### src/rtl/hive_pkg.sv
`default_nettype none
// +------------------------------------------------------------------+
// | hive_pkg: shared register offsets and STAT/CTRL bit positions    |
// | Rev 1.0                                                          |
// +------------------------------------------------------------------+
package hive_pkg;

    localparam int I2S_CTRL  = 0;
    localparam int I2S_LEFT  = 1;
    localparam int I2S_RIGHT = 2;
    localparam int I2S_STAT  = 3;

    localparam int CTRL_EN_BIT       = 0;
    localparam int CTRL_FLUSH_BIT    = 1;
    localparam int STAT_EMPTY_BIT    = 8;
    localparam int STAT_FULL_BIT     = 9;
    localparam int STAT_UNDERRUN_BIT = 16;
    localparam int STAT_OVERFLOW_BIT = 17;

    localparam int I2S_SLOT_W = 32;

    typedef enum logic [0:0] {
        SER_IDLE = 1'b0,
        SER_RUN  = 1'b1
    } ser_state_t;

endpackage
`default_nettype wire

### src/rtl/hive_i2s_fifo.sv
`default_nettype none
// +------------------------------------------------------------------+
// | hive_i2s_fifo: synchronous stereo-frame FIFO with flush          |
// | Rev 1.0                                                          |
// +------------------------------------------------------------------+
module hive_i2s_fifo #(
    parameter int WIDTH  = 48,
    parameter int ADDR_W = 3
) (
    input  logic              clk_i,
    input  logic              rst_n_i,
    input  logic              push_i,
    input  logic              pop_i,
    input  logic              flush_i,
    input  logic [WIDTH-1:0]  wr_data_i,
    output logic [WIDTH-1:0]  rd_data_o,
    output logic [ADDR_W:0]   level_o,
    output logic              empty_o,
    output logic              full_o
);

    localparam int DEPTH = 2**ADDR_W;

    logic [WIDTH-1:0]  mem_q [DEPTH];
    logic [ADDR_W-1:0] wr_ptr_q, wr_ptr_d;
    logic [ADDR_W-1:0] rd_ptr_q, rd_ptr_d;
    logic [ADDR_W:0]   level_q, level_d;
    logic              push_ok, pop_ok;

    assign empty_o   = (level_q == '0);
    assign full_o    = (level_q == (ADDR_W+1)'(DEPTH));
    assign push_ok   = push_i && !full_o;
    assign pop_ok    = pop_i && !empty_o;
    assign level_o   = level_q;
    assign rd_data_o = mem_q[rd_ptr_q];

    always_comb begin
        wr_ptr_d = wr_ptr_q;
        rd_ptr_d = rd_ptr_q;
        level_d  = level_q;
        if (flush_i) begin
            wr_ptr_d = '0;
            rd_ptr_d = '0;
            level_d  = '0;
        end else begin
            if (push_ok) wr_ptr_d = wr_ptr_q + 1'b1;
            if (pop_ok)  rd_ptr_d = rd_ptr_q + 1'b1;
            case ({push_ok, pop_ok})
                2'b10:   level_d = level_q + 1'b1;
                2'b01:   level_d = level_q - 1'b1;
                default: level_d = level_q;
            endcase
        end
    end

    always_ff @(posedge clk_i or negedge rst_n_i) begin
        if (!rst_n_i) begin
            wr_ptr_q <= '0;
            rd_ptr_q <= '0;
            level_q  <= '0;
        end else begin
            wr_ptr_q <= wr_ptr_d;
            rd_ptr_q <= rd_ptr_d;
            level_q  <= level_d;
        end
    end

    // Storage needs no reset: level gates every read of it.
    always_ff @(posedge clk_i) begin
        if (push_ok && !flush_i) mem_q[wr_ptr_q] <= wr_data_i;
    end

endmodule
`default_nettype wire

### src/rtl/hive_reg_i2s_tx.sv
`default_nettype none
// +------------------------------------------------------------------+
// | hive_reg_i2s_tx: rbus register peripheral driving an I2S DAC     |
// | Rev 1.0                                                          |
// +------------------------------------------------------------------+
module hive_reg_i2s_tx
    import hive_pkg::*;
#(
    parameter int ALU_W       = 32,
    parameter int RBUS_ADDR_W = 8,
    parameter int REG_BASE    = 'h30,
    parameter int SAMP_W      = 24,
    parameter int FIFO_ADDR_W = 3,
    parameter int BCLK_DIV    = 8
) (
    input  logic                   clk_i,
    input  logic                   rst_n_i,
    input  logic [RBUS_ADDR_W-1:0] rbus_addr_i,
    input  logic                   rbus_wr_i,
    input  logic                   rbus_rd_i,
    input  logic [ALU_W-1:0]       rbus_wr_data_i,
    output logic [ALU_W-1:0]       rbus_rd_data_o,
    output logic                   i2s_bclk_o,
    output logic                   i2s_lrck_o,
    output logic                   i2s_sdo_o
);

    localparam int DIV_W = $clog2(BCLK_DIV);
    localparam logic [DIV_W-1:0] DIV_TC = DIV_W'(BCLK_DIV - 1);
    localparam int PAD_W = I2S_SLOT_W - SAMP_W;
    localparam logic [RBUS_ADDR_W-1:0] ADDR_CTRL  = RBUS_ADDR_W'(REG_BASE + I2S_CTRL);
    localparam logic [RBUS_ADDR_W-1:0] ADDR_LEFT  = RBUS_ADDR_W'(REG_BASE + I2S_LEFT);
    localparam logic [RBUS_ADDR_W-1:0] ADDR_RIGHT = RBUS_ADDR_W'(REG_BASE + I2S_RIGHT);
    localparam logic [RBUS_ADDR_W-1:0] ADDR_STAT  = RBUS_ADDR_W'(REG_BASE + I2S_STAT);

    ser_state_t            state_q, state_d;
    logic                  start_q, start_d;
    logic [DIV_W-1:0]      div_q, div_d;
    logic                  bclk_q, bclk_d;
    logic [5:0]            n_q, n_d;
    logic                  sdo_q, sdo_d;
    logic [63:0]           word_q, word_d;
    logic [SAMP_W-1:0]     l_q;
    logic                  underrun_q, overflow_q;
    logic [ALU_W-1:0]      rd_data_q, rd_data_d, stat_word;

    logic                  wr_ctrl, wr_left, wr_right, rd_stat, flush, en_next, load;
    logic [2*SAMP_W-1:0]   fifo_rd_data;
    logic [SAMP_W-1:0]     fifo_l, fifo_r;
    logic [FIFO_ADDR_W:0]  fifo_level;
    logic                  fifo_empty, fifo_full;
    logic [63:0]           load_word;
    logic                  unused_wr_bits;

    assign wr_ctrl  = rbus_wr_i && (rbus_addr_i == ADDR_CTRL);
    assign wr_left  = rbus_wr_i && (rbus_addr_i == ADDR_LEFT);
    assign wr_right = rbus_wr_i && (rbus_addr_i == ADDR_RIGHT);
    assign rd_stat  = rbus_rd_i && (rbus_addr_i == ADDR_STAT);
    assign flush    = wr_ctrl && rbus_wr_data_i[CTRL_FLUSH_BIT];
    assign en_next  = wr_ctrl ? rbus_wr_data_i[CTRL_EN_BIT] : (state_q == SER_RUN);
    assign unused_wr_bits = ^rbus_wr_data_i;

    hive_i2s_fifo #(
        .WIDTH  (2*SAMP_W),
        .ADDR_W (FIFO_ADDR_W)
    ) u_fifo (
        .clk_i     (clk_i),
        .rst_n_i   (rst_n_i),
        .push_i    (wr_right),
        .pop_i     (load),
        .flush_i   (flush),
        .wr_data_i ({l_q, rbus_wr_data_i[SAMP_W-1:0]}),
        .rd_data_o (fifo_rd_data),
        .level_o   (fifo_level),
        .empty_o   (fifo_empty),
        .full_o    (fifo_full)
    );

    // Each sample is left-justified in its 32-bit slot; an empty FIFO sends silence.
    assign {fifo_l, fifo_r} = fifo_rd_data;
    assign load_word = fifo_empty ? 64'd0
                     : {I2S_SLOT_W'(fifo_l) << PAD_W, I2S_SLOT_W'(fifo_r) << PAD_W};

    always_comb begin
        state_d = state_q;
        start_d = 1'b0;
        div_d   = div_q;
        bclk_d  = bclk_q;
        n_d     = n_q;
        sdo_d   = sdo_q;
        word_d  = word_q;
        load    = 1'b0;
        case (state_q)
            SER_IDLE: begin
                div_d  = '0;
                bclk_d = 1'b0;
                n_d    = '0;
                sdo_d  = 1'b0;
                word_d = '0;
                if (en_next) begin
                    state_d = SER_RUN;
                    start_d = 1'b1;
                end
            end
            SER_RUN: begin
                if (!en_next) begin
                    state_d = SER_IDLE;
                    div_d   = '0;
                    bclk_d  = 1'b0;
                    n_d     = '0;
                    sdo_d   = 1'b0;
                    word_d  = '0;
                end else begin
                    if (div_q == DIV_TC) begin
                        div_d  = '0;
                        bclk_d = ~bclk_q;
                        // Falling edge: the one-bit I2S delay falls out of shifting after output.
                        if (bclk_q) begin
                            n_d    = n_q + 6'd1;
                            sdo_d  = word_q[63];
                            word_d = {word_q[62:0], 1'b0};
                            if (n_q == 6'd63) begin
                                load   = 1'b1;
                                word_d = load_word;
                            end
                        end
                    end else begin
                        div_d = div_q + 1'b1;
                    end
                    if (start_q) begin
                        load   = 1'b1;
                        word_d = load_word;
                    end
                end
            end
            default: state_d = SER_IDLE;
        endcase
    end

    always_comb begin
        stat_word = '0;
        stat_word[FIFO_ADDR_W:0]     = fifo_level;
        stat_word[STAT_EMPTY_BIT]    = fifo_empty;
        stat_word[STAT_FULL_BIT]     = fifo_full;
        stat_word[STAT_UNDERRUN_BIT] = underrun_q;
        stat_word[STAT_OVERFLOW_BIT] = overflow_q;
        rd_data_d = '0;
        if (rbus_rd_i) begin
            if (rbus_addr_i == ADDR_CTRL)
                rd_data_d[CTRL_EN_BIT] = (state_q == SER_RUN);
            else if (rbus_addr_i == ADDR_STAT)
                rd_data_d = stat_word;
        end
    end

    always_ff @(posedge clk_i or negedge rst_n_i) begin
        if (!rst_n_i) begin
            state_q    <= SER_IDLE;
            start_q    <= 1'b0;
            div_q      <= '0;
            bclk_q     <= 1'b0;
            n_q        <= '0;
            sdo_q      <= 1'b0;
            word_q     <= '0;
            l_q        <= '0;
            underrun_q <= 1'b0;
            overflow_q <= 1'b0;
            rd_data_q  <= '0;
        end else begin
            state_q    <= state_d;
            start_q    <= start_d;
            div_q      <= div_d;
            bclk_q     <= bclk_d;
            n_q        <= n_d;
            sdo_q      <= sdo_d;
            word_q     <= word_d;
            rd_data_q  <= rd_data_d;
            if (wr_left) l_q <= rbus_wr_data_i[SAMP_W-1:0];
            // A new event in the cycle of a STAT read survives the clear.
            underrun_q <= (load && fifo_empty) || (underrun_q && !rd_stat);
            overflow_q <= (wr_right && fifo_full) || (overflow_q && !rd_stat);
        end
    end

    assign rbus_rd_data_o = rd_data_q;
    assign i2s_bclk_o     = bclk_q;
    assign i2s_lrck_o     = n_q[5];
    assign i2s_sdo_o      = sdo_q;

endmodule
`default_nettype wire
### config.mk
export PLATFORM = sky130hd
export DESIGN_NAME = hive_reg_i2s_tx
export DESIGN_NICKNAME = d
export VERILOG_FILES = /design/src/rtl/hive_pkg.sv /design/src/rtl/hive_i2s_fifo.sv /design/src/rtl/hive_reg_i2s_tx.sv
export SDC_FILE = /design/constraint.sdc
export NUM_CORES = 1
export LEC_CHECK = 0
export BUFFER_PORTS_ARGS = -buffer_cell sky130_fd_sc_hd__buf_2
export CAP_MARGIN = 20
export CORE_UTILIZATION = 45
export DETAILED_ROUTE_END_ITERATION = 6
export GPL_ROUTABILITY_DRIVEN = 1
export GPL_TIMING_DRIVEN = 0
export PLACE_DENSITY = 0.62
export RECOVER_POWER = 25
export SETUP_SLACK_MARGIN = 0.3
export SYNTH_ARGS = -nofsm -noshare
export SYNTH_HDL_FRONTEND = slang
export SYNTH_HIERARCHICAL = 1
export SYNTH_SLANG_ARGS = --single-unit
### constraint.sdc
create_clock -name clk_i -period 9.9 [get_ports clk_i]
set_input_delay 2.475 -clock clk_i [delete_from_list [all_inputs] [get_ports clk_i]]
set_output_delay 2.475 -clock clk_i [all_outputs]
set_load 0.005 [all_outputs]
==> reports/results.txt, run 1 <==
The tree built by TritonCTS fans out to 497 sinks. For the number of endpoints with negative hold slack in the final report, the log shows 0. The tools report the maximum buffer depth of the clock tree as 3. For the leftover overflow at the end of global routing, the log shows 0.

The final reports fail on max-capacitance violations, max-slew violations. The transition time at the pin with the least slew margin was 2164 ps; the number of maximum-capacitance constraint violations was 1. The internal power contribution was 0.003338 W. The worst min-delay path class is flip-flop to flip-flop. The endpoint kind of the worst setup timing path is a flip-flop.

In the routed design, unresolved DRC markers number 0. After global routing, the most crowded layer is met2. The tools report the root buffer selected by CTS as clkbuf_16.

The Yosys step of the flow raised 6 warnings. The run gives 65.83 mm as the global-route wire length before repair. On the worst path, the slowest cell contributes a delay of 920 ps. In the final routed layout, each cell accounts on average for 22.87 um. The tools report the pin count of the biggest net entering global routing as 81. The run finished, with violations left.

The HPWL after detailed placement is 28.22 mm. The buffer and inverter count on the worst path was 4. The height of the die was 213.1 um; the utilization of the core after routing was 53.31%. Counting flops and latches in the post-synthesis netlist gives 497.

For the required arrival time at the worst endpoint, the log shows 10200 ps. The number of antenna violations at the first check in global routing was 1; the final antenna-violating net count was 0. For the worst-skew pair, the clock arrives at the later sink with an insertion delay of 590 ps. The highest clock rate is 190.4 MHz, and the data arrival time of the critical path is 5560 ps. The buffers inserted during post-CTS setup optimization is 0. The distinct cell type count of the synthesized netlist is 53, and the number of buffers added on ports is 46. Tracing the worst setup path back leads to its startpoint at rbus_addr_i[6]. The tools report the max-slew violation total from the final report as 34.

The post-layout total power is 0.004175 W. The minimum clock period is 5253 ps, and the clock share of power is 44.3%. The analysis attributes to net switching a power of 0.0008372 W. Per report_power, the sequential group accounts for 54.3% of the total. Post-CTS repair changed the size of 0 cells. The global routing usage on met2 came out at 31.33%.

From synthesis to final layout, the design area changed by 15.75%. The met1 usage in global routing was 28.60%. Dividing total power by cell area gives a power density of 179.8 nW/um2. The H-tree was split into 2 levels. Across the routed clock network, the largest skew measured is 22.63 ps. In this run, post-CTS hold repair placed 0 buffers. The critical path start-end classification was input pin to flip-flop.

The most used flip-flop cell after synthesis is edfxtp_1. The number of enable-type register cells in the synthesized netlist was 384. The tools report the number of optimization iterations in the first detailed-route pass as 5. A synthesized cell averages 18.07 um2.

Setup repair after global routing left no endpoint under its margin. In this run the critical register-to-register path is launched from div_q[0]. IR analysis of the VDD net gives a maximum drop of 0.0001146 V. Global-route track usage on met3: 3.677%.

The final count of negative-setup-slack endpoints was 0; the fraction of the yosys area taken by sequential cells was 71.59%. The switching fraction of total power is 20.05%, and the number of buffers created by CTS is 51. In the routed layout, each cell is associated on average with a via count of 5.527. The core region is 43550 um2. The layout cell share with drive strength beyond 1 works out to 30.18%.

Beginning of the worst hold path: div_q[0]. The run gives 20060 um2 as the total standard cell area after synthesis. The critical path goes through buf_2, and4bb_2, and3_1, and3b_1, clkbuf_1, and3b_1, nand2b_1, nor3_2, buf_6, buf_6.

Summed over all layers, the routed wires come to 43.11 mm. Summed over all cells, the static leakage comes to 8.116 nW. Once the floorplan was initialized, standard cells occupied 46.05% of the core.

TritonCTS built the clock tree. The area enclosed by the die boundary came out at 45420 um2. The kind of cell with the highest combined delay along the critical path is simple AND/OR/NAND/NOR gates.

The detailed router finished its first iteration with 970 violations. The net total in the final layout is 1308, and the combinational share of power is 1.4%. The die boundary width is 213.1 um. The clock-pin slew on the worst setup and hold paths is 60 ps, and the number of standard-cell rows in the floorplan is 76. Proportion of synthesized flip-flops having asynchronous set or reset: 22.74%. The worst setup path is launched from an input pin. At the end of routability-driven placement, the weighted congestion stood at 0.8094.

Slowest library cell on the worst path: nor3_2. The I/O pin total is 79, and the share of the cycle needed by the critical path after routing is 53.06%. Along the worst path, the maximum fanout reaches 11.

The logs give 19.89% for the total routing usage reported by global routing and 1110 for the gate count after technology mapping. In this run the tightest slew margin relative to its limit is -44.23%. Via count of the first global-routing pass: 10600. Total via count in the routed design: 10420.
## synthesized netlist by cell type, types with 2 or more instances
cell type | instances | share of area (%)
a211oi_1 | 49 | 1.8
a21oi_1 | 64 | 1.6
and2_1 | 7 | 0.22
and3_1 | 3 | 0.094
and3b_1 | 2 | 0.087
buf_1 | 3 | 0.056
buf_2 | 26 | 0.65
buf_4 | 28 | 1.0
buf_6 | 11 | 0.62
clkbuf_1 | 25 | 0.47
dfrtp_1 | 113 | 14
edfxtp_1 | 384 | 57
ha_1 | 7 | 0.44
inv_1 | 5 | 0.094
mux2_2 | 72 | 4.0
mux2i_1 | 4 | 0.20
mux4_2 | 96 | 11
nand2_1 | 24 | 0.45
nand2b_1 | 4 | 0.12
nand3_1 | 16 | 0.40
nand3b_1 | 47 | 1.8
nand4_1 | 2 | 0.062
nor2_1 | 72 | 1.3
nor2_2 | 2 | 0.062
nor3_1 | 7 | 0.17
xnor2_1 | 6 | 0.26
xor2_1 | 5 | 0.22
## kinds of logic (layout without fill, tap and decap cells)
logic type,after synthesis,in the layout,share of synthesized area (%)
DFF,497,497,71.59
and+or+nand+nor,198,198,5.396
muxes,173,173,15.08
AOI/OAI and AO/OA,124,124,3.968
buffers and inverters,98,264,2.932
xor gates and xnor gates,11,11,0.4803
adders and majority gates,8,8,0.5365
other,1,25,0.01870
## worst reg2reg max path, stage by stage, from the launching register on
cell	delay (ps)
dfrtp_1	360
ha_1	160
ha_1	230
and2_1	140
buf_2	170
nor2_2	70
buf_4	200
buf_2	200
nor3_1	420
o41ai_2	290
a21oi_4	260
ha_1	300
a21oi_1	260
nand2_1	110
or4b_1	500
o311ai_1	90
## state kept, by name (all words and copies together) (netlist names)
register / cells
u_fifo/wr_ptr_q: 3
i2s_bclk_o: 1
n_q: 6
state_q: 1
u_fifo/rd_ptr_q: 3
underrun_q: 1
word_q: 56
i2s_sdo_o: 1
div_q: 3
start_q: 1
u_fifo/level_o: 4
l_q: 24
rbus_rd_data_o: 8
overflow_q: 1
u_fifo/mem_q: 384
## power by group through the flow
stage	registers (W)	logic [W]	clock network, W
6_report	0.00227	0.0000579	0.00185
5_1_grt	0.00227	0.0000660	0.00197
3_3_place_gp	0.00231	0.0000558	0
4_1_cts	0.00227	0.0000598	0.00189
3_5_place_dp	0.00231	0.0000596	0
2_1_floorplan	0.00231	0.0000221	0
## metal layers
| layer | vias up | part of all wire (%) |
|---|---|---|
| met4 | 0 | 2.0 |
| met3 | 64 | 6.1 |
| met2 | 324 | 47 |
| met5 | - | 0 |
| met1 | 5408 | 45 |
| li1 | 4622 | - |
## through the flow
stage | std cells | TNS [ps] | hold WS, ps | setup slack, ps | cell area, um2
finish | 1885 | 0 | 461.1 | 4647 | 23220
global route | 1884 | 0 | 473.8 | 4454 | 23210
CTS | 1884 | 0 | 464.2 | 4637 | 23230
detailed placement | 1788 | 0 | 456.8 | 4003 | 21590
floorplan | 1133 | 0 | 415.0 | 2343 | 20140
global placement | 1764 | -146340 | 430.0 | -1552 | 21110
## final timing paths
kind / endpoint / slack (ps) / cells past startpoint
worst max-delay path: u_fifo/mem_q[0][13] / 4650 / 10
worst max register to register: u_fifo/level_o[3] / 6030 / 15
worst min register to register: div_q[0] / 460 / 1
min in group asynchronous: n_q[0] / 2530 / 1
max in group asynchronous: word_q[51] / 6120 / 1
worst min-delay path: div_q[0] / 460 / 1
## cells in the final DEF (no fill, tap or decap), types with 4 or more instances in the layout
master     instances
inv_1              5
xor2_1             5
nor3_1             5
mux2_2            72
nand2_1           24
a211oi_1          49
a21oi_1           64
buf_12            10
buf_6             18
conb_1            24
buf_2             65
buf_4             29
nor2_4             6
dfrtp_1          113
and2_1             7
nand3b_1          47
clkbuf_1          46
clkbuf_16         52
nand2b_1           4
xnor2_1            6
clkinv_2           9
mux4_2            96
nand3_1           16
mux2i_1            4
edfxtp_1         384
nor2_1            66
clkbuf_8           9
clkinv_1           7
ha_1               7
## layout make-up
cell class / instances / area (um2)
Fill cell: 3503 / 20340
Sequential cell: 497 / 14360
Multi-Input combinational cell: 538 / 5258
Clock buffer: 75 / 1478
Tap cell: 585 / 732.0
Timing Repair Buffer: 70 / 635.6
Buffer: 93 / 569.3
Clock inverter: 21 / 163.9
Inverter: 5 / 18.77
Antenna cell: 1 / 2.502
(Power assumes the default switching activity.)
==> run 2, diff against run 1 <==
PLACE_DENSITY = 0.64   (was 0.62)
clock period = 4.81 ns   (was 9.9 ns; I/O delays follow)
==> reports/results.txt, run 2 (synthesis results as in run 1) <==
The height of the die is 213.1 um (unchanged). The tools report the clock sink total as 497 (unchanged). The commonest non-fill, non-tap cell in the layout was edfxtp_1 (unchanged). The tools report the number of standard-cell rows in the floorplan as 76 (unchanged). The buffers inserted during post-CTS setup optimization was 0 (unchanged); the final count of negative-setup-slack endpoints was 0 (unchanged). The total routing usage reported by global routing is 20.07% (was 19.89%), and the leftover overflow at the end of global routing is 0 (unchanged). The reg-to-reg critical path startpoint is div_q[0] (unchanged).

The number of cells upsized or downsized after cts is 0 (unchanged), and the clock-pin slew on the worst setup and hold paths is 60 ps (about the same). The die boundary width is 213.1 um (unchanged), and the final worst clock skew is 23.22 ps (was 22.63 ps). Most used cells in the layout excluding fill and tap cells: edfxtp_1 (384), dfrtp_1 (113), mux4_2 (96) (unchanged).

The tools report the beginning of the worst hold path as div_q[0] (unchanged). The delay of the slowest cell on the worst path is 520 ps (was 920 ps), and the net total in the final layout is 1306 (was 1308). The worst hold slack after final layout came out at 434.2 ps (was 461.1 ps).

Static timing analysis puts the maximum clock frequency at 251.8 MHz. Maximum buffer depth of the clock tree: 3 (unchanged). The logs give 1 (unchanged) for the number of antenna violations at the first check in global routing and 0.8457 (was 0.8094) for the final RePlAce weighted congestion. Setup repair after global routing left no endpoint under its margin. The endpoint kind of the worst setup timing path is a flip-flop (unchanged). The run gives 43.33 mm (was 43.11 mm) as the total wire length after detailed routing. The final HPWL from detailed placement is 27.70 mm (was 28.22 mm), and the number of maximum-capacitance constraint violations is 1 (unchanged). Flip-flop count of the largest register after layout: 384 (unchanged). The hold buffer count at cts was 0 (unchanged).

The logs give 51 (unchanged) for the number of buffers created by CTS and 10400 (was 10420) for the total via count in the routed design. The max-slew headroom at the worst pin was -79.61% (was -44.23%); the required arrival time at the worst endpoint was 5290 ps (was 10200 ps). The minimum clock period is 3972 ps, and the area growth from synthesis to layout is 15.65% (was 15.75%).

The number of DRC violations after detailed routing was 0 (unchanged); the area enclosed by the die boundary was 45420 um2 (unchanged). Average routed wire per standard cell: 23.05 um (was 22.87 um). The run gives 0 (was 1) as the number of antenna repair diodes.

The worst min-delay path class is flip-flop to flip-flop (unchanged). The logs give 10470 (was 10600) for the via count of the first global-routing pass and 43550 um2 (unchanged) for the standard cell core area. The tools report the starting utilization of the core area as 46.05% (unchanged).

The root buffer selected by CTS is clkbuf_16 (unchanged). The run gives 0 (unchanged) as the number of endpoints with negative hold slack in the final report. Cells along the critical path: buf_2, and4bb_2, nand4_2, o21ai_2, buf_4, nor3_1, o41ai_2, a21oi_4, ha_1, a21oi_1, nand2_1, or4b_1, o311ai_1 (was buf_2, and4bb_2, and3_1, and3b_1, clkbuf_1, and3b_1, nand2b_1, nor3_2, buf_6, buf_6). Global-route wire length before repair: 65.65 mm (was 65.83 mm).

Largest registers: u_fifo/mem_q (384), word_q (56), l_q (24) (unchanged). The final antenna-violating net count came out at 0 (unchanged). For the data arrival time of the critical path, the log shows 4450 ps (was 5560 ps). Slowest library cell on the worst path: or4b_1 (was nor3_2). Number of buffers added on ports: 46 (unchanged).

The tools report the start point of the critical path as rbus_addr_i[5] (was rbus_addr_i[6]). Layout cell share with drive strength beyond 1: 30.04% (was 30.18%). The maximum net fanout on the critical path is 10 (was 11). The pin count of the biggest net entering global routing is 75 (was 81).

TritonCTS built the clock tree. The register with the most flip-flops was u_fifo/mem_q (unchanged). The number of optimization iterations in the first detailed-route pass is 5 (unchanged), and the max-slew violation total from the final report is 40 (was 34). Critical path start-end classification: input pin to flip-flop (unchanged).

The transition time at the pin with the least slew margin is 2694 ps (was 2164 ps), and the total negative setup slack is 0 ps (unchanged). The logs give 900 ps (was 6030 ps) for the slack of the worst reg-to-reg path and 79 (unchanged) for the I/O pin total. Startpoint type of the worst setup path: an input pin (unchanged).

The flow ran to the end, but the final reports show violations. Violations in the final reports: max-capacitance violations, max-slew violations (unchanged). The cell leakage power was 8.091 nW (was 8.116 nW).

Dividing the final minimum period by the clock period gives 82.57%. The total power density per cell area was 365.1 nW/um2 (was 179.8 nW/um2); the peak supply drop was 0.0003172 V (was 0.0001146 V). The latest clock arrival within the worst-skew pair was 590 ps (about the same); the count of routing violations after the opening detailed-route iteration was 865 (was 970).

The average vias per placed instance came out at 5.532 (was 5.527). For the H-tree depth reported by CTS, the log shows 2 (unchanged).
-- run 2: cell type report --
type,count,area (um2)
Clock buffer,71,1453
Buffer,93,569.3
Sequential cell,497,14360
Multi-Input combinational cell,538,5264
Timing Repair Buffer,68,680.7
Inverter,5,18.77
Fill cell,3495,20360
Tap cell,585,732.0
Clock inverter,23,120.1
-- run 2: per-stage QoR --
stage,power [W],instance area [um2],utilization (%),std cells,setup WS (ps)
after CTS,0.008564,23190,53.25,1879,858.6
after floorplan,0.004790,20150,-,1133,-183.4
after global placement,0.004862,21120,48.48,1764,-2851
after global routing,0.008725,23200,53.26,1880,644.3
final,0.008469,23200,53.26,1880,838.3
after detailed placement,0.004873,21620,49.64,1785,270.3
-- run 2: where the power goes --
part | internal, W | total (W) | leakage, nW | switching, W
clock | 0.00210 | 0.00369 | 0.779 | 0.00159
combinational | 0.0000401 | 0.000116 | 2.20 | 0.0000757
sequential | 0.00464 | 0.00467 | 5.11 | 0.0000245
total | 0.00678 | 0.00847 | 8.09 | 0.00169
-- run 2: per-layer routing --
metal  GRT usage [%]  vias to the layer above  share of wire (%)
met3           2.780                       72                5.6
met2           31.79                      305                 48
li1                -                     4622                  -
met5               0                        -                  0
met1           28.95                     5402                 44
met4           6.152                        0                2.2
-- run 2: worst max-delay path, delay by kind of cell --
kind,cells,cell delay (ps)
adder cells (fa/ha/maj),1,300
AO/OA/AOI/OAI,5,1080
buffers and inverters,2,310
AND/OR/NAND/NOR,5,1530
-- run 2: final timing paths --
check | end | cells after the start
setup / recovery | u_fifo/level_o[3] | 13
setup reg to reg | u_fifo/level_o[3] | 15
min in group asynchronous | l_q[13] | 1
max in group asynchronous | l_q[6] | 1
hold reg to reg | div_q[0] | 1
hold / removal | div_q[0] | 1
==> run 3, diff against run 2 <==
ABC_AREA = 1   (was not set)
PLACE_DENSITY = 0.62   (was 0.64)
clock period = 4 ns   (was 4.81 ns; I/O delays follow)
==> reports/results.txt, run 3 <==
The run finished, with violations left. Violations in the final reports: max-capacitance violations, max-slew violations (unchanged). The tools report the I/O pin total as 79 (unchanged). The fraction of the yosys area taken by sequential cells is 68.86% (was 71.59%), and the final worst setup slack is 820.0 ps (was 838.3 ps). The run gives 51.31 mm (was 43.33 mm) as the total wire length after detailed routing. The register with the most flip-flops was u_fifo/mem_q (unchanged).

The utilization of the core after routing was 52.01% (was 53.26%); the area growth from synthesis to layout was 13.68% (was 15.65%). For the H-tree depth reported by CTS, the log shows 2 (unchanged). The number of antenna violations at the first check in global routing was 1 (unchanged). The die boundary width was 217.3 um (was 213.1 um); the post-detailed-placement cell area was 22170 um2 (was 21620 um2).

The via count of the first global-routing pass was 13490 (was 10470); the maximum net fanout on the critical path was 26 (was 10). The dominant combinational cell family by area after synthesis was simple AND/OR/NAND/NOR gates (was multiplexers). Share of the synthesized area in the top cell type: 55.30% (was 57.49%). The run gives 34.67 mm (was 27.70 mm) as the final HPWL from detailed placement.

The run gives 9.526 nW (was 8.091 nW) as the cell leakage power. For the buffers inserted during post-CTS setup optimization, the log shows 0 (unchanged). Register cell area after layout: 14360 um2 (unchanged). The clock-pin slew on the worst setup and hold paths is 60 ps (about the same). The net total in the final layout was 2112 (was 1306).

Count of warnings emitted by yosys: 6 (unchanged). The tools report the hold path endpoint as overflow_q (was div_q[0]). The most used flip-flop cell after synthesis is edfxtp_1 (unchanged). The pin count of the biggest net entering global routing was 69 (was 75).

The final count of negative-setup-slack endpoints was 0 (unchanged); the total negative setup slack was 0 ps (unchanged). The tools report the total routing usage reported by global routing as 22.13% (was 20.07%). The top cell family by delay on the critical path is simple AND/OR/NAND/NOR gates (unchanged). The post-synthesis register bit count is 497 (unchanged), and the distinct cell type count of the synthesized netlist is 34 (was 53). The starting utilization of the core area was 45.75% (was 46.05%). The delay of the slowest cell on the worst path came out at 750 ps (was 520 ps). The average routed wire per standard cell is 19.00 um (was 23.05 um). Fill cell instance count of the final layout: 4027 (was 3495). The critical path start-end classification is input pin to flip-flop (unchanged). The tools report the max-slew violation total from the final report as 46 (was 40). The tools report the standard cell core area as 45580 um2 (was 43550 um2).

The tools report the beginning of the worst hold path as overflow_q (was div_q[0]). The endpoint kind of the worst setup timing path is a flip-flop (unchanged). The latest clock arrival within the worst-skew pair was 600 ps (was 590 ps). The number of maximum-capacitance constraint violations was 1 (unchanged). Number of cells upsized or downsized after cts: 0 (unchanged). Commonest cells in the synthesized netlist: nor2_1 (525), edfxtp_1 (384), o21ai_0 (226), nand2_1 (186), inv_1 (155) (was edfxtp_1 (384), dfrtp_1 (113), mux4_2 (96), mux2_2 (72), nor2_1 (72)).

TritonCTS built the clock tree. The total standard cell area after synthesis was 20850 um2 (was 20060 um2). The highest clock rate was 314.5 MHz. The height of the die was 217.3 um (was 213.1 um); the final antenna-violating net count was 0 (unchanged). The area fraction in compound gates after synthesis was 10.00% (was 3.968%); the number of standard-cell rows in the floorplan was 78 (was 76). The run gives 251.6 ps (was 270.3 ps) as the worst slack at placement.

The slowest library cell on the worst path is nor2_4 (was or4b_1). Number of DRC violations after detailed routing: 0 (unchanged). The root buffer selected by CTS was clkbuf_16 (unchanged).

For the gate count after technology mapping, the log shows 1931 (was 1110). The tools report the startpoint type of the worst setup path as an input pin (unchanged). Most common cell in the synthesized netlist: nor2_1 (was edfxtp_1).

Simple-gate area share of the yosys netlist: 13.60% (was 5.396%). The required arrival time at the worst endpoint was 4280 ps (was 5290 ps). The synthesized area per cell came out at 10.80 um2 (was 18.07 um2). Area contributors post-synth: edfxtp_1 (55%), dfrtp_1 (14%), nor2_1 (9.5%) (was edfxtp_1 (57%), dfrtp_1 (14%), mux4_2 (11%)). The number of buffers added on ports was 46 (unchanged).

Cells along the critical path: buf_2, nor2_1, nand3_1, nor2_1, nand2_2, nor2_1, nand2_1, nor2_4, buf_12 (was buf_2, and4bb_2, nand4_2, o21ai_2, buf_4, nor3_1, o41ai_2, a21oi_4, ha_1, a21oi_1, nand2_1, or4b_1, o311ai_1). The final worst clock skew was 27.66 ps (was 23.22 ps); the area enclosed by the die boundary was 47200 um2 (was 45420 um2). The total via count in the routed design was 14030 (was 10400); the clock sink total was 497 (unchanged). The XOR/XNOR share of the synthesized area is 0.2100% (was 0.4803%), and the final RePlAce weighted congestion is 0.8156 (was 0.8457).

The proportion of synthesized flip-flops having asynchronous set or reset is 22.74% (unchanged). Setup repair after global routing left no endpoint under its margin. The reg-to-reg critical path startpoint was div_q[0] (unchanged). The number of optimization iterations in the first detailed-route pass is 5 (unchanged), and the count of routing violations after the opening detailed-route iteration is 1378 (was 865). Max-slew headroom at the worst pin: -84.52% (was -79.61%). The logs give 3 (unchanged) for the maximum buffer depth of the clock tree and 23700 um2 (was 23200 um2) for the finished layout cell area. After layout, the worst path uses 79.50% of the clock period.

The tools report the number of endpoints with negative hold slack in the final report as 0 (unchanged). The global-route wire length before repair was 78.80 mm (was 65.65 mm); the hold buffer count at cts was 0 (unchanged). The average vias per placed instance is 5.196 (was 5.532), and the arithmetic-cell share of the synthesized area counting full adders, half adders and majority gates is 0.5161% (was 0.5365%). The layout cell share with drive strength beyond 1 was 10.99% (was 30.04%). The transition time at the pin with the least slew margin was 2768 ps (was 2694 ps); the flip-flop count of the largest register after layout was 384 (unchanged). The total power density per cell area works out to 648.8 nW/um2 (was 365.1 nW/um2). The leading area contributor after synthesis was edfxtp_1 (unchanged). Most used cells in the layout excluding fill and tap cells: nor2_1 (517), edfxtp_1 (384), o21ai_0 (226) (was edfxtp_1 (384), dfrtp_1 (113), mux4_2 (96)). In this design, the critical path's most frequently occurring cell is nor2_1. The slack of the worst reg-to-reg path came out at 1040 ps (was 900 ps). The tools report the number of buffers created by CTS as 49 (was 51). The tools report the end of the worst register-to-register path as u_fifo/level_o[3] (unchanged). The tools report the total area of multi-input combinational cells as 5224 um2 (was 5264 um2).

The number of stages on the worst hold path is 2 (was 1). Largest registers: u_fifo/mem_q (384), word_q (56), l_q (24) (unchanged). The logs give 3460 ps (was 4450 ps) for the data arrival time of the critical path and 0 (unchanged) for the leftover overflow at the end of global routing.

The depth of the worst register-to-register path was 21 (was 15). The multiplexer area fraction after synthesis was 0% (was 15.08%). The minimum clock period came out at 3180 ps. The tools report the number of antenna repair diodes as 0 (unchanged). The commonest non-fill, non-tap cell in the layout was nor2_1 (was edfxtp_1). The peak supply drop was 0.0003945 V (was 0.0003172 V). The number of enable-type register cells in the synthesized netlist works out to 384 (unchanged).

The worst min-delay path class was flip-flop to flip-flop (unchanged). The buffer and inverter count on the worst path works out to 2 (unchanged).
-- run 3: cell types whose count changed after synthesis, sizes merged, moves of 7 or more --
| cell | delta |
|---|---|
| nor2 | +453 |
| o21ai | +279 |
| nand2 | +166 |
| inv | +157 |
| mux4 | -96 |
| mux2 | -73 |
| a21oi | -59 |
| a211oi | -49 |
| a31oi | +48 |
| nand3b | -47 |
| o22ai | +47 |
| buf | +27 |
| clkbuf | +11 |
| and2 | -7 |
-- run 3: area by class of cell --
class / instances / share of cell area (%)
plain buffers: 131 / 3.405
clock buffers: 68 / 5.727
clock inverters: 24 / 0.8551
inverters: 162 / 2.565
multi-input cells: 1164 / 22.04
flip-flops and latches: 497 / 60.58
well taps: 600 / 3.167
repair buffers: 55 / 1.668
-- run 3: how the worst max path moves through the flow --
stage                   start                  end  slack (ps)  cells after the start
2_1_floorplan  rbus_addr_i[7]   u_fifo/mem_q[0][0]        -340                      7
3_3_place_gp   rbus_addr_i[7]  u_fifo/mem_q[7][21]       -2410                      8
3_5_place_dp   rbus_addr_i[7]  u_fifo/mem_q[4][22]         250                      9
4_1_cts        rbus_addr_i[7]  u_fifo/mem_q[4][30]         870                      9
5_1_grt               rst_n_i              l_q[20]         660                      1
6_report       rbus_addr_i[7]  u_fifo/mem_q[2][22]         820                      9
-- run 3: cell families (layout without fill, tap and decap cells) --
| kind of cell | after synthesis | after routing |
|---|---|---|
| XOR/XNOR | 5 | 5 |
| AO/OA/AOI/OAI | 387 | 387 |
| AND/OR/NAND/NOR | 740 | 740 |
| adder cells (fa/ha/maj) | 8 | 8 |
| flip-flops | 497 | 497 |
| other | 1 | 24 |
| buffers and inverters | 293 | 440 |
-- run 3: stage by stage --
| stage | total power [W] | cells | hold WS, ps |
|---|---|---|---|
| 2_1_floorplan | 0.009223 | 1954 | 417.0 |
| 3_3_place_gp | 0.01083 | 2600 | 442.6 |
| 3_5_place_dp | 0.01094 | 2609 | 459.8 |
| 4_1_cts | 0.01539 | 2701 | 340.7 |
| 5_1_grt | 0.01626 | 2701 | 514.0 |
| 6_report | 0.01538 | 2701 | 470.1 |
-- run 3: worst reg2reg max path, cell delays in order (launching register included) --
cell     delay [ps]
dfrtp_1         350
ha_1            150
ha_1            190
nand2_2         140
inv_2           140
nor2_4           70
inv_2            50
buf_4           160
nand2_1          80
nor2_1          140
inv_1            60
a21oi_2         240
nand2_2         140
inv_1           150
ha_1            250
a21o_1          170
nand2_1          50
nand2_1          60
inv_1            50
nand3_1          60
nand3_1          80
nand2_1          50
-- run 3: routing by layer --
metal  track usage, %  vias up  share of wire [%]
li1                 -     6730                  -
met1            31.33     6757                 45
met2            34.33      483                 45
met4            6.455        0                2.2
met5                0        -                  0
met3            4.738       64                8.0
-- run 3: report_power, final --
part / switching, W / internal (W)
Clock: 0.00193 / 0.00252
Sequential: 0.000179 / 0.00588
Combinational: 0.00337 / 0.00151
